## src/rtl/shift_add_multiplier.sv

```systemverilog
// Radix-2 shift-and-add unsigned multiplier, one WIDTH+1-bit add per clock.
// Valid/ready on both sides; product is registered and held until taken.
module shift_add_multiplier #(
    parameter int WIDTH = 4
) (
    input  logic               clk,
    input  logic               rst_n,
    input  logic               in_valid,
    output logic               in_ready,
    input  logic [WIDTH-1:0]   a,
    input  logic [WIDTH-1:0]   b,
    output logic               out_valid,
    input  logic               out_ready,
    output logic [2*WIDTH-1:0] product,
    output logic               busy
);

    localparam int CNT_W = $clog2(WIDTH + 1);
    localparam logic [CNT_W-1:0] LAST = CNT_W'(WIDTH - 1);

    typedef enum logic [1:0] {
        IDLE = 2'd0,
        RUN  = 2'd1,
        DONE = 2'd2
    } state_t;

    state_t           state;
    logic [WIDTH-1:0] acc;
    logic [WIDTH-1:0] mq;
    logic [WIDTH-1:0] mcand;
    logic [CNT_W-1:0] count;
    logic [WIDTH:0]   sum;

    // Carry out lands in sum[WIDTH] and becomes acc's MSB after the shift.
    always_comb begin
        sum = {1'b0, acc} + (mq[0] ? {1'b0, mcand} : '0);
    end

    always_ff @(posedge clk) begin
        if (!rst_n) begin
            state     <= IDLE;
            in_ready  <= 1'b1;
            out_valid <= 1'b0;
            busy      <= 1'b0;
            product   <= '0;
            acc       <= '0;
            mq        <= '0;
            mcand     <= '0;
            count     <= '0;
        end else begin
            unique case (state)
                IDLE: begin
                    if (in_valid && in_ready) begin
                        mcand    <= a;
                        mq       <= b;
                        acc      <= '0;
                        count    <= '0;
                        state    <= RUN;
                        in_ready <= 1'b0;
                        busy     <= 1'b1;
                    end
                end
                RUN: begin
                    acc   <= sum[WIDTH:1];
                    mq    <= {sum[0], mq[WIDTH-1:1]};
                    count <= count + CNT_W'(1);
                    if (count == LAST) begin
                        state     <= DONE;
                        count     <= '0;
                        out_valid <= 1'b1;
                        product   <= {sum, mq[WIDTH-1:1]};
                    end
                end
                DONE: begin
                    if (out_ready) begin
                        state     <= IDLE;
                        out_valid <= 1'b0;
                        busy      <= 1'b0;
                        in_ready  <= 1'b1;
                        product   <= '0;
                    end
                end
                default: begin
                    state     <= IDLE;
                    in_ready  <= 1'b1;
                    out_valid <= 1'b0;
                    busy      <= 1'b0;
                    product   <= '0;
                    count     <= '0;
                end
            endcase
        end
    end

endmodule
```

## config.mk

```make
export PLATFORM = sky130hd
export DESIGN_NAME = shift_add_multiplier
export DESIGN_NICKNAME = d
export VERILOG_FILES = /design/src/rtl/shift_add_multiplier.sv
export SDC_FILE = /design/constraint.sdc
export NUM_CORES = 1
export LEC_CHECK = 0
export CORE_ASPECT_RATIO = 1.25
export CORE_UTILIZATION = 45
export DETAILED_ROUTE_END_ITERATION = 10
export PLACE_DENSITY = 0.69
export SLEW_MARGIN = 0
export SYNTH_ARGS = -nofsm -noshare
export SYNTH_HDL_FRONTEND = slang
export SYNTH_SLANG_ARGS = --single-unit
```

## constraint.sdc

```tcl
create_clock -name clk -period 2.4 [get_ports clk]
set_input_delay 0.24 -clock clk [delete_from_list [all_inputs] [get_ports clk]]
set_output_delay 0.24 -clock clk [all_outputs]
set_load 0.01 [all_outputs]
```

==> results.toml <==
[power]
p_leak_nw = 0.640
p_per_area_nw_per_um2 = 569
peakVddDrop_mv = 0.335

[sta]
finalSetupViolations = 0
finalHoldViolCount = 0
worst_pin_slew_ns = 0.605
rsz0062_at_grt = "no"
fin_crit_sh = 0.749
slew-limit-headroom = 0.596
whs_ns = 0.481
min_period_ns = 1.80
max_freq_mhz = 556
maxSlewViolCount = 0
setup_tns_ns = 0
postLayoutSetupSlackWorst_ns = 0.602
finClkSkew_ns = 0.00966

[floorplanning]
die-area_um2 = 3280
start_util = 0.471
row_count = 22
die_y_um = 63.8
io_pins = 23
design.core.area_um2 = 2920
die_w_um = 51.4

[finish]
antenna_cells = 0
final_cell_mix = "28 x dfxtp_1, 22 x clkdlybuf4s50_1, 19 x nor2b_1, 8 x nand2_1"
fin_nets = 184
final_common_cell = "dfxtp_1"
area_growth_pct = 19.1
seqCellArea_um2 = 561
multi_input_area_um2 = 724
n_fill_cell = 288
design_area_um2 = 1640
drive_gt1_frac = 0.0545

[logic_synthesis]
syn_inst = 147
ys_types = 40
ys_ff_latch = 28
yosys.area.top_type = "dfxtp_1"
synth_simple_gate_area_frac = 0.231
async_reset_ff_frac = 0
synth_compound_area_frac = 0.199
synth_top_area_share = 0.408
synth_edf_count = 0
synth_area_um2 = 1370
synth_nets = 165
syn_area_per_cell_um2 = 9.35
synthAdderAreaFrac = 0.0601
synth-xor-area-share = 0
ys_warn_count = 0
synth_ff_type = "dfxtp_1"
synth_seq_area_share = 0.408
muxShareOfSynthArea = 0.0364
yosys-top-cells-area = "dfxtp_1 41%, nor2b_1 8.7%, ha_1 4.6%"
synth_top_family_by_area = "simple AND/OR/NAND/NOR gates"

[worst_setup_path]
timing.critical_path.buf_inv = 1
path_cells = "and2_1 -> ha_1 -> inv_1 -> fa_1 -> nor2b_1 -> o21a_1 -> o2111ai_1 -> a21boi_0"
crit_fanout = 5
path_delay_family = "adder cells"
cp.arrival_ns = 2.07
cp_slowest_cell = "dfxtp_1"
critical-path-max-stage-delay_ns = 0.40
cp-end-kind = "flip-flop"
reg2reg_depth = 8
path_depth = 8
crit_type = "reg -> reg"
required_ns = 2.67
worstSetupStartpointType = "flip-flop"

[routing]
ant_nets = 0
drt_wl_total_um = 2830
vias = 1108
first_pass_iters = 4
avgViaCountPerCell = 5.51
post_drt_wl_per_cell_um = 14.1
drtIter0Drc = 29
drcViolationCount = 0

[placement]
post-dp-hpwl_um = 2060
dpl_worst_slack_ns = 0.635
gp_congestion = 0.812
place_area_um2 = 1580
numPortBuffers = 22

[clocking]
clock_path_buffers = 2
clock_latency_ns = 0.33
postCtsSetupBuffers = 0
cts_buffers = 3
cts_tree = "built"
clockRootBuffer = "clkbuf_4"
cts_sinks = 28
holdBufCountCts = 0
htree_levels = 1
path_clk_slew_ns = 0.16
cts_resized = 0

[grt]
grt_pass1_wl_um = 4850
grt_pass1_vias = 1070
grtUsageTotal = 0.193
grt_max_degree = 21
grt_overflow_total = 0
grt_antenna_before_repair = 0

[flow_run]
max-cap-violations = 0

[outcome]
status = "completed"

[worst_hold_path]
whs_path_depth = 1
hold_class = "reg -> reg"
metal layers:
layer  part of all wire  routed length (um)  track usage
met1               0.44                1240        0.241
met3              0.031                  88       0.0238
met4              0.024                  68       0.0912
met5                  0                   0            0
met2               0.51                1430        0.323
sequential cells by signal, summed over array words and instances, names as in the netlist:
| name | cells |
|---|---|
| count | 3 |
| acc | 4 |
| mq | 4 |
| mcand | 4 |
| in_ready | 1 |
| state | 2 |
| product | 8 |
| busy | 1 |
| out_valid | 1 |
logic make-up (layout without fill, tap and decap cells):
logic type      after synthesis  count (layout)
simple gates                 54              54
compound gates               39              39
flops                        28              28
buf+inv                      15              33
fa+ha+maj                     6               6
mux                           5               5
synth_stat cells (2+ instances only):
library cell / number
a21oi_1: 7
a22oi_1: 7
nand3_1: 2
inv_1: 5
a31oi_1: 2
a21boi_1: 4
clkbuf_1: 3
nand2_1: 8
a21o_1: 2
dfxtp_1: 28
mux2i_1: 5
o21ai_0: 2
nor2_1: 3
and2_1: 7
nor2b_1: 19
buf_2: 3
o2bb2ai_1: 2
nor3_1: 5
ha_1: 5
o22ai_1: 3
nand3b_1: 3
o21a_1: 3
nand2b_1: 2
report_power, final:
| group | leakage (nW) | internal (mW) | switching (mW) |
|---|---|---|---|
| Clock | 0.0279 | 0.169 | 0.145 |
| Sequential | 0.228 | 0.484 | 0.0146 |
| Combinational | 0.385 | 0.0596 | 0.0595 |
path summary, 6_finish.rpt:
path	from	end	slack [ns]
hold / removal	count[2]$_SDFFE_PN0P_	count[2]$_SDFFE_PN0P_	0.48
hold reg to reg	count[2]$_SDFFE_PN0P_	count[2]$_SDFFE_PN0P_	0.48
setup reg to reg	mq[0]$_SDFFE_PN0P_	product[7]$_SDFFE_PN0P_	0.60
setup / recovery	mq[0]$_SDFFE_PN0P_	product[7]$_SDFFE_PN0P_	0.60
cell type report:
class / instances / share of cell area
Multi-Input combinational cell: 104 / 0.443
Sequential cell: 28 / 0.343
Timing Repair Buffer: 24 / 0.144
Tap cell: 36 / 0.0275
Clock inverter: 1 / 0.0183
Clock buffer: 3 / 0.0138
Inverter: 5 / 0.0115
through the flow:
step / total power, mW / util / instances
after floorplan: 0.589 / - / 147
after global placement: 0.625 / 0.543 / 197
after detailed placement: 0.628 / 0.543 / 197
after CTS: 0.935 / 0.561 / 201
after global routing: 0.968 / 0.561 / 201
final: 0.931 / 0.561 / 201
Power figures use the tool's default switching activity.
